===== src/rtl/uart_rx_frame.sv =====
// UART receive framer: samples the synchronized rx line on each baud-generator tick,
// assembles start/data/parity/stop and hands each byte over through a one-entry holding register.
module uart_rx_frame #(
  parameter int DATA_BITS  = 8,
  parameter int PARITY_EN  = 0,
  parameter int PARITY_ODD = 0
) (
  input  logic                 clock,
  input  logic                 reset,
  input  logic                 rx,
  input  logic                 rx_tick,
  output logic                 rx_tick_en,
  output logic [DATA_BITS-1:0] rx_data,
  output logic                 rx_valid,
  input  logic                 rx_ready,
  output logic                 rx_frame_err,
  output logic                 rx_parity_err,
  output logic                 rx_overrun,
  input  logic                 overrun_clr,
  output logic                 rx_busy
);

  localparam int   CNT_W   = (DATA_BITS > 1) ? $clog2(DATA_BITS) : 1;
  localparam logic ODD_BIT = (PARITY_ODD != 0);
  localparam logic HAS_PAR = (PARITY_EN != 0);

  localparam logic [2:0] S_IDLE   = 3'd0;
  localparam logic [2:0] S_START  = 3'd1;
  localparam logic [2:0] S_DATA   = 3'd2;
  localparam logic [2:0] S_PARITY = 3'd3;
  localparam logic [2:0] S_STOP   = 3'd4;

  logic                 r_sync1;
  logic                 r_rx_s;
  logic                 r_rx_s_d;
  logic [2:0]           r_state;
  logic [CNT_W-1:0]     r_bit_cnt;
  logic [DATA_BITS-1:0] r_shift;
  logic                 r_perr;
  logic [DATA_BITS-1:0] r_data;
  logic                 r_valid;
  logic                 r_ferr_q;
  logic                 r_perr_q;
  logic                 r_overrun;

  logic w_fall;
  logic w_done;
  logic w_load;
  logic w_drop;

  assign w_fall = r_rx_s_d & ~r_rx_s;
  assign w_done = (r_state == S_STOP) && rx_tick;
  assign w_load = w_done && (!r_valid || rx_ready);
  assign w_drop = w_done && r_valid && !rx_ready;

  // Synchronizer and edge-detect flops reset to the idle-high line level so that
  // releasing reset never looks like a start-bit edge.
  // NOTE: every sequential block uses non-blocking assignments so all flops update from
  // pre-edge values, independent of statement order.
  always_ff @(posedge clock or negedge reset) begin
    if (!reset) begin
      r_sync1  <= 1'b1;
      r_rx_s   <= 1'b1;
      r_rx_s_d <= 1'b1;
    end else begin
      r_sync1  <= rx;
      r_rx_s   <= r_sync1;
      r_rx_s_d <= r_rx_s;
    end
  end

  always_ff @(posedge clock or negedge reset) begin
    if (!reset) begin
      r_state   <= S_IDLE;
      r_bit_cnt <= '0;
      r_shift   <= '0;
      r_perr    <= 1'b0;
    end else begin
      case (r_state)
        S_IDLE: begin
          if (w_fall) r_state <= S_START;
        end
        S_START: begin
          if (rx_tick) begin
            if (!r_rx_s) begin
              r_state   <= S_DATA;
              r_bit_cnt <= '0;
              r_perr    <= 1'b0;
            end else begin
              r_state <= S_IDLE;
            end
          end
        end
        S_DATA: begin
          if (rx_tick) begin
            r_shift[r_bit_cnt] <= r_rx_s;
            r_bit_cnt          <= r_bit_cnt + 1'b1;
            if (r_bit_cnt == CNT_W'(DATA_BITS - 1))
              r_state <= HAS_PAR ? S_PARITY : S_STOP;
          end
        end
        S_PARITY: begin
          if (rx_tick) begin
            r_perr  <= r_rx_s ^ (^r_shift) ^ ODD_BIT;
            r_state <= S_STOP;
          end
        end
        S_STOP: begin
          if (rx_tick) r_state <= S_IDLE;
        end
        default: r_state <= S_IDLE;
      endcase
    end
  end

  // Holding register: a completing frame may load in the same cycle the old byte is taken.
  always_ff @(posedge clock or negedge reset) begin
    if (!reset) begin
      r_data    <= '0;
      r_valid   <= 1'b0;
      r_ferr_q  <= 1'b0;
      r_perr_q  <= 1'b0;
      r_overrun <= 1'b0;
    end else begin
      if (w_load) begin
        r_data   <= r_shift;
        r_ferr_q <= ~r_rx_s;
        r_perr_q <= r_perr;
        r_valid  <= 1'b1;
      end else if (r_valid && rx_ready) begin
        r_valid <= 1'b0;
      end

      if (w_drop)           r_overrun <= 1'b1;
      else if (overrun_clr) r_overrun <= 1'b0;
    end
  end

  assign rx_tick_en    = (r_state != S_IDLE);
  assign rx_busy       = (r_state != S_IDLE);
  assign rx_data       = r_data;
  assign rx_valid      = r_valid;
  assign rx_frame_err  = r_ferr_q;
  assign rx_parity_err = r_perr_q;
  assign rx_overrun    = r_overrun;

endmodule


===== config.mk =====
export PLATFORM = sky130hd
export DESIGN_NAME = uart_rx_frame
export DESIGN_NICKNAME = d
export VERILOG_FILES = /design/src/rtl/uart_rx_frame.sv
export SDC_FILE = /design/constraint.sdc
export NUM_CORES = 1
export LEC_CHECK = 0
export ABC_AREA = 1
export CORE_UTILIZATION = 50
export CTS_BUF_LIST = sky130_fd_sc_hd__clkbuf_16
export CTS_CLUSTER_DIAMETER = 200
export DETAILED_ROUTE_END_ITERATION = 8
export PLACE_DENSITY = 0.76
export SLEW_MARGIN = 25
export SYNTH_ARGS = -nofsm -noshare
export SYNTH_HDL_FRONTEND = slang
export SYNTH_SLANG_ARGS = --single-unit

===== constraint.sdc =====
create_clock -name clock -period 1.8 [get_ports clock]
set_clock_uncertainty 0.05 [all_clocks]
set_input_delay 0.27 -clock clock [delete_from_list [all_inputs] [get_ports clock]]
set_output_delay 0.27 -clock clock [all_outputs]
set_load 0.01 [all_outputs]

## Yosys cells after proc, flatten, opt, wreduce, memory -nomap -nowiden

Index checks and enable logic that the tools add are counted.

- Register bits after elaboration: 30
- Bits in latches: 0
- Memory bits (writable): 0
- Memory bits (read-only): 0
- Input bits: 6
- Output and inout bits: 14
- Word-level logic and storage cells: 73
- Memories: 0

- $add $sub $neg: 1
- Multiply operators: 0
- Divide/modulo/power cells: 0
- Magnitude comparators: 2
- Equality and inequality tests: 12
- Shift operators: 0
- Multiplexer cells: 23
- Bitwise operators: 3
- Reductions and logical operators: 20

Operators with widths:

| operator | count |
|---|---|
| $mux W3 | 9 |
| $pmux W3 S5 | 1 |
| $ne A2 B2 Y1 const B | 7 |
| $bwmux W8 | 1 |
| $mux W1 | 8 |
| $reduce_and A4 Y1 | 2 |
| $reduce_bool A2 Y1 | 4 |
| $reduce_xor A8 Y1 | 1 |
| $eq A3 B2 Y1 const B | 2 |
| $eq A3 B3 Y1 const B | 2 |
| $logic_and A1 B1 Y1 | 6 |
| $pmux W3 S2 | 1 |
| $reduce_and A6 Y1 | 1 |
| $lt A3 B4 Y1 const B | 1 |
| $add A3 B1 Y3 const B | 1 |
| $demux W1 S3 | 1 |
| $eq A3 B1 Y1 const B | 1 |
| $ge A3 B1 Y1 const B | 1 |
| $logic_not A3 Y1 | 1 |
| $reduce_bool A3 Y1 | 1 |
| $logic_not A1 Y1 | 2 |
| $mux W2 | 1 |
| $pmux W1 S2 | 1 |
| $reduce_and A2 Y1 | 1 |
| other kinds (4) | 4 |

## Longest topological paths before layout

Gate-level depths: netlist of the first run.

- Depth after elaboration: 5
- Mapped depth: 10
- Depth with buffers taken out: 10

## Least setup slack after synthesis of the first run

No wires, ideal clock.

- Path type: reg-to-reg
- Start: reg r_bit_cnt[0]
- End: reg r_state[2]
- Setup time: 0.136 ns
- Arrival time: 1.162 ns
- Data required time: 1.614 ns
- Setup slack: 0.452 ns
- Cell stages (with the launch flop): 7
- Path buffers: 0
- Period minus slack after synthesis: 1.348 ns
- Cell sequence: dfrtp_1 -> ha_1 -> ha_1 -> o21ai_0 -> nand2_1 -> o21ai_0 -> o22ai_1

- Cells in the longest elaborated chain, start to end: 3

RTL lines:

| what | RTL line | source |
|---|---|---|
| start: declaration | 37 | `logic [CNT_W-1:0] r_bit_cnt;` |
| start signal: assignment | 97 | `r_bit_cnt <= r_bit_cnt + 1'b1;` |
| $eq A3 B3 Y1 | 98 | `if (r_bit_cnt == CNT_W'(DATA_BITS - 1))` |
| $ne A2 B2 Y1 (no source line) | n/a |  |
| $reduce_and A6 Y1 (no source line) | n/a |  |
| end signal: assignment | 99 | `r_state <= HAS_PAR ? S_PARITY : S_STOP;` |
| end: declaration | 36 | `logic [2:0] r_state;` |

Every way passes these cells.
A chain may end at the register's enable or synchronous reset.

## Worst setup path after layout of the first run

- Start: reg r_data[2], in the netlist rx_data[2]
- End: out rx_data[2]

RTL lines:

| what | RTL line | source |
|---|---|---|
| start: declaration | 40 | `logic [DATA_BITS-1:0] r_data;` |
| start signal: assignment | 126 | `r_data <= r_shift;` |
| end: declaration | 13 | `output logic [DATA_BITS-1:0] rx_data,` |

No word-level cell between the ends.

==> reports/results.tsv, run 1 <==
stage	metric	value	unit
setup_path	rrSetupSlack	0.32	ns
synth	yosysTopAreaCellShare	46.5	%
setup_path	cpPeakStageDelay	0.54	ns
routing	via_per_inst	5.27	
routing	drc	0	
synth	seq_area_frac_synth	51.9	%
cts	clock-sinks	30	
routing	ant_nets	0	
setup_path	r2r_start	r_bit_cnt[0]	
status	outcome	complete, no violations	
setup_path	rr_worst_depth	6	
die	initial_utilization	52.7	%
timing	report.final.slew_viol_count	0	
routing	wirelength	2790	um
timing	rsz0062_at_grt	no	
setup_path	r2r_end	r_state[2]	
global_routing	grt_max_degree	31	
global_routing	grt_pass1_wl	4730	um
layout	regArea	754	um2
synth	synth_fp_nets	184	
die	fp.dieArea	3130	um2
layout	multiInputGateArea	591	um2
routing	top_layer	met4	
power	p_leak	0.936	nW
timing	finalCritPeriodShare	82.5	%
layout	nets	210	
setup_path	worst-path-stages	1	
cts	cts_tree	yes	
synth	ys_warn_count	0	
setup_path	worst-path-buf-inv	1	
timing	maxSlewHeadroom	75.9	%
synth	synth_top_cell_by_area	dfrtp_1	
setup_path	crit_path_cell_trace	clkdlybuf4s50_1	
synth	avgSynthCellArea	8.26	um2
global_routing	overflow	0	
setup_path	cp.arrival	1.17	ns
synth	yosys_register_bits	30	
worst_hold_path	worstHoldPathType	flop to flop	
synth	ys_top_cells_by_area	dfrtp_1, nand2_1, dfstp_2, inv_1, o21ai_0	
routing	drt_iter0_drc	49	
timing	hold_slack	0.310	ns
timing	min_period	1.49	ns
cts	clock_latency	0.27	ns
synth	synthCells	176	
run	cap_violations	0	
power	ir_drop	1.39	mV
setup_path	critical_path.startpoint	rx_data[2]	
layout	drive_gt1_share	11.8	%
die	num_rows	19	
placed_design	gp_congestion	0.771	
setup_path	critical_path.slowest_cell	clkdlybuf4s50_1	
routing	vias	1233	
layout	fillers	228	
setup_path	critPathTopFamily	buffers and inverters	
setup_path	path_max_fanout	2	
placed_design	place.port_buffers	19	
timing	max_freq	0.673	GHz
cts	htree_levels	2	
setup_path	cp_data_required_time	1.48	ns
power	power_frac_comb	39.7	%
synth	synth.distinct_cells	24	
timing	worstMarginPinSlew	0.358	ns
placed_design	dpl.hpwl	2010	um
die	die_w	55.9	um
routing	firstDrtPassIters	4	
cts	cts_buffers	5	
cts	root_buffer	clkbuf_16	
power	switching_power	1.22	mW
power	p_int	2.11	mW
global_routing	antenna_found_initial	0	
synth	syn_area	1450	um2
routing	wl_met1	1250	um
layout	area_delta_synth_final	27.5	%
timing	fin_setup_tns	0	ns
timing	setup_violations	0	
setup_path	critPathLaunchType	flop	
die	core_area	2760	um2
layout	num_antenna_cells	0	
cts	holdBufCountCts	0	
cts	cts.reportedPaths.clkPinSlew	0.05	ns
timing	hold_viol_final	0	
global_routing	grt_usage	19.5	%
power	p_clk_share	27.4	%
routing	wl_met2	1360	um
power	power_density	1800	nW/um2
setup_path	cp-endpoint	rx_data[2]	
die	ioPinCount	20	
power	p_sw_share	36.7	%
power	seqPwrFrac	32.9	%
die	die_h	55.9	um
setup_path	path_class	flop to output port	
cts	cts.path.max_buffers	2	
routing	met3_length	134	um
routing	wl_per_cell	11.9	um
setup_path	cp-end-kind	output port	
global_routing	first_global_vias	1167	
-- final cells by class --
| type | instances | area share (%) |
|---|---|---|
| flip-flops and latches | 30 | 40.7 |
| multi-input cells | 120 | 31.9 |
| repair buffers | 22 | 11.7 |
| clock buffers | 5 | 6.75 |
| inverters | 23 | 4.66 |
| clock inverters | 3 | 2.16 |
| well taps | 31 | 2.09 |
-- logic make-up (layout without fill, tap and decap cells) --
logic type / count (synthesis) / in the layout / share of synthesized area [%]
adders and majority gates: 2 / 2 / 1.72
DFF: 30 / 30 / 51.9
muxes: 1 / 1 / 1.03
buffers and inverters: 26 / 53 / 7.49
and+or+nand+nor: 81 / 81 / 24.2
AOI/OAI and AO/OA: 36 / 36 / 13.7
-- cells in the final DEF (no fill, tap or decap), drive strengths merged --
master,instances
a31oi,8
clkdlybuf4s50,17
o21bai,2
nand2,61
a21oi,9
ha,2
mux2,1
o22ai,1
nor3,1
dfrtp,27
buf,3
clkbuf,5
nor2,12
bufinv,1
a211oi,1
o21ai,15
nand3,7
clkinv,3
dlymetal6s2s,2
inv,22
dfstp,3
-- worst min-delay path by stage --
stage | from | endpoint | slack (ns) | depth (start not counted)
finish | r_sync1 | r_rx_s | 0.31 | 0
global route | r_sync1 | r_rx_s | 0.31 | 0
CTS | r_sync1 | r_rx_s | 0.31 | 0
detailed placement | r_sync1 | r_rx_s | 0.30 | 0
global placement | r_sync1 | r_rx_s | 0.30 | 0
floorplan | reset | r_bit_cnt[0] | -0.08 | 0
-- synth_stat cells --
library cell / n
nand2_1: 60
a21oi_1: 9
clkbuf_1: 1
clkinv_1: 1
nor2_4: 3
nor2_2: 1
nand3_2: 2
a211oi_1: 1
nand2_2: 1
dfrtp_1: 27
buf_4: 1
o21bai_1: 2
dfstp_2: 3
nand3_1: 5
o22ai_1: 1
ha_1: 2
buf_6: 1
a31oi_1: 8
mux2_4: 1
nor2_1: 8
inv_2: 2
inv_1: 20
nor3_1: 1
o21ai_0: 15
-- routing by layer --
layer  global-route usage [%]  vias up
li1                         -      618
met1                     22.8      569
met2                     33.4       39
met3                     4.88        7
met4                     9.41        0
met5                        0        -
-- sequential cells by signal, indices dropped and copies added, names as in the netlist, 3 cells and up --
signal and cells:
rx_data 8, r_shift 8, r_bit_cnt 3, r_state 3
-- power groups by stage --
stage | clock network, mW | registers, mW | logic, mW
after global placement | 0 | 1.09 | 1.24
after detailed placement | 0 | 1.12 | 1.30
final | 0.915 | 1.10 | 1.33
after floorplan | 0 | 1.12 | 0.843
after global routing | 0.952 | 1.13 | 1.48
after CTS | 0.924 | 1.10 | 1.34
-- stage by stage --
step           area (um2)  power [mW]  utilization, %  std cells  setup WS (ns)
2_1_floorplan        1450        1.96               -        176          0.452
3_3_place_gp         1680        2.33            60.8        225          0.172
3_5_place_dp         1680        2.41            60.8        225          0.119
4_1_cts              1850        3.36            67.0        234         0.0178
5_1_grt              1850        3.57            67.2        234          0.193
6_report             1850        3.34            67.2        234          0.315
-- repair_timing --
action,in CTS,in global routing
endpoints found under the setup margin,2,2
setup buffers,1,0
resized for setup,0,2
Power figures use the tool's default switching activity.
==> inputs of run 2 (changes only) <==
==> constraint.sdc (replaced) <==
create_clock -name clock -period 1.5 [get_ports clock]
set_clock_uncertainty 0.05 [all_clocks]
set_input_delay 0.225 -clock clock [delete_from_list [all_inputs] [get_ports clock]]
set_output_delay 0.225 -clock clock [all_outputs]
set_load 0.01 [all_outputs]
==> reports/results.tsv, run 2 (synthesis results as in run 1) <==
stage	metric	value	unit	change
global_routing	grt.busiest_layer	met2		unchanged
worst_hold_path	worstHoldPathType	primary input to async pin		was flop to flop
power	p_leak	0.968	nW	was 0.936 nW
die	die_h	55.9	um	unchanged
timing	max_freq	0.695	GHz	
cts	cts_tree	yes		unchanged
layout	drive_gt1_share	16.7	%	was 11.8%
setup_path	r2r_start	r_state[2]		was r_bit_cnt[0]
timing	worstMarginPinSlew	0.259	ns	was 0.358 ns
placed_design	placed_area	1750	um2	was 1680 um2
global_routing	grt_usage	20.3	%	was 19.5%
global_routing	met3_usage	6.05	%	was 4.88%
power	switching_power	1.50	mW	was 1.22 mW
global_routing	grt_max_degree	31		unchanged
die	die_w	55.9	um	unchanged
setup_path	r2r_end	r_shift[0]		was r_state[2]
cts	clock-sinks	30		unchanged
global_routing	first_global_vias	1173		was 1167
setup_path	cp_data_required_time	1.22	ns	was 1.48 ns
routing	vias	1261		was 1233
timing	setup_violations	0		unchanged
layout	stdcell_area	1920	um2	was 1850 um2
layout	nets	217		was 210
timing	report.final.slew_viol_count	0		unchanged
layout	final_cell_mix	nand2_1, dfrtp_1, inv_1		unchanged
setup_path	critPathLaunchType	flop		unchanged
timing	maxSlewHeadroom	82.6	%	was 75.9%
layout	layout_commonest_cell	nand2_1		unchanged
status	outcome	complete, no violations		unchanged
die	num_rows	19		unchanged
power	p_sw_share	36.7	%	about the same
placed_design	dpl.hpwl	2040	um	was 2010 um
global_routing	grt_pass1_wl	4790	um	was 4730 um
routing	wirelength	2860	um	was 2790 um
global_routing	antenna_found_initial	0		unchanged
timing	min_period	1.44	ns	
placed_design	gp_congestion	0.791		was 0.771
power	power_density	2120	nW/um2	was 1800 nW/um2
setup_path	critical_path.slowest_cell	clkdlybuf4s50_1		unchanged
die	ioPinCount	20		unchanged
setup_path	path_class	flop to output port		unchanged
layout	fillers	214		was 228
routing	firstDrtPassIters	4		unchanged
setup_path	rr_worst_depth	6		unchanged
power	ir_drop	1.44	mV	was 1.39 mV
die	core_area	2760	um2	unchanged
setup_path	crit_path_cell_trace	clkdlybuf4s50_1		unchanged
cts	cts.path.max_buffers	2		unchanged
cts	root_buffer	clkbuf_16		unchanged
cts	cts.reportedPaths.clkPinSlew	0.05	ns	about the same
layout	layout.core_utilization	69.8	%	was 67.2%
layout	area_delta_synth_final	32.4	%	was 27.5%
die	fp.dieArea	3130	um2	unchanged
run	cap_violations	0		unchanged
placed_design	dp.cells	232		was 225
global_routing	use_met1	23.0	%	was 22.8%
routing	drt_iter0_drc	55		was 49
setup_path	cp-end-kind	output port		unchanged
power	seqPwrFrac	31.6	%	was 32.9%
global_routing	overflow	0		unchanged
setup_path	worst-path-buf-inv	1		unchanged
cts	cts_buffers	5		unchanged
power	p_int	2.59	mW	was 2.11 mW
power	p_clk_share	26.9	%	was 27.4%
layout	num_antenna_cells	0		unchanged
timing	hold_viol_final	0		unchanged
routing	drc	0		unchanged
routing	ant_nets	0		unchanged
timing	fin_setup_tns	0	ns	unchanged
layout	layout.cells.non_filler	241		was 234
setup_path	path_max_fanout	2		unchanged
cts	htree_levels	2		unchanged
setup_path	cp.arrival	1.16	ns	was 1.17 ns
die	initial_utilization	52.7	%	unchanged
placed_design	place.port_buffers	19		unchanged
power	power_frac_comb	41.5	%	was 39.7%
routing	wl_per_cell	11.9	um	about the same
setup_path	critPathTopFamily	buffers and inverters		unchanged
routing	via_per_inst	5.23		was 5.27
global_routing	met2_usage	33.4	%	unchanged
timing	finalCritPeriodShare	95.9	%	
timing	rsz0062_at_grt	no		unchanged
cts	clock_latency	0.27	ns	about the same
setup_path	cpPeakStageDelay	0.54	ns	about the same
setup_path	rrSetupSlack	0.13	ns	was 0.32 ns
run 2: cell count changes in the layout (fill, tap and decap cells not counted), moves of 2 or more:
cell / previous run / this run
dlymetal6s2s_1: 2 / 0
clkbuf_2: 0 / 2
buf_4: 3 / 8
buf_12: 0 / 2
run 2: power by group through the flow:
stage | logic [mW] | registers, mW | clock network, mW
6_report | 1.70 | 1.29 | 1.10
5_1_grt | 1.90 | 1.32 | 1.16
4_1_cts | 1.67 | 1.29 | 1.12
3_5_place_dp | 1.67 | 1.30 | 0
3_3_place_gp | 1.60 | 1.28 | 0
2_1_floorplan | 1.01 | 1.34 | 0
run 2: worst max path at each step:
stage | start | end | slack (ns) | cells after the start
finish | rx_data[6] | rx_data[6] | 0.06 | 1
global route | rx_parity_err | rx_parity_err | 0.03 | 1
CTS | r_state[0] | rx_busy | 0.006 | 3
detailed placement | rx_tick | rx_parity_err | -0.06 | 5
global placement | rx_tick | rx_parity_err | -0.02 | 5
floorplan | r_bit_cnt[0] | r_state[2] | 0.15 | 6
run 2: area by class of cell:
type                    instances  area, um2  share of cell area (%)
clock buffers                   5        125                    6.50
clock inverters                 3       40.0                    2.08
inverters                      23       86.3                    4.49
multi-input cells             120        599                    31.1
flip-flops and latches         30        754                    39.2
well taps                      31       38.8                    2.02
repair buffers                 29        280                    14.6
run 2: stage by stage:
| step | hold WS, ns | power (mW) | setup slack [ns] |
|---|---|---|---|
| floorplan | -0.121 | 2.35 | 0.152 |
| global placement | 0.300 | 2.88 | -0.0234 |
| detailed placement | 0.297 | 2.97 | -0.0643 |
| CTS | 0.261 | 4.08 | 0.00602 |
| global route | 0.285 | 4.38 | 0.0258 |
| finish | 0.256 | 4.09 | 0.0610 |
run 2: metal layers:
metal	part of all wire, %	wire [um]
met5	0	0
met4	3.2	93
met3	5.3	153
met2	47	1340
met1	44	1270
run 2: timing repair:
| action | in CTS | in global routing |
|---|---|---|
| buffers inserted | 0 | 1 |
| endpoints found under the setup margin | 2 | 5 |
| resized for setup | 3 | 6 |
| hold buffers | 0 | 0 |
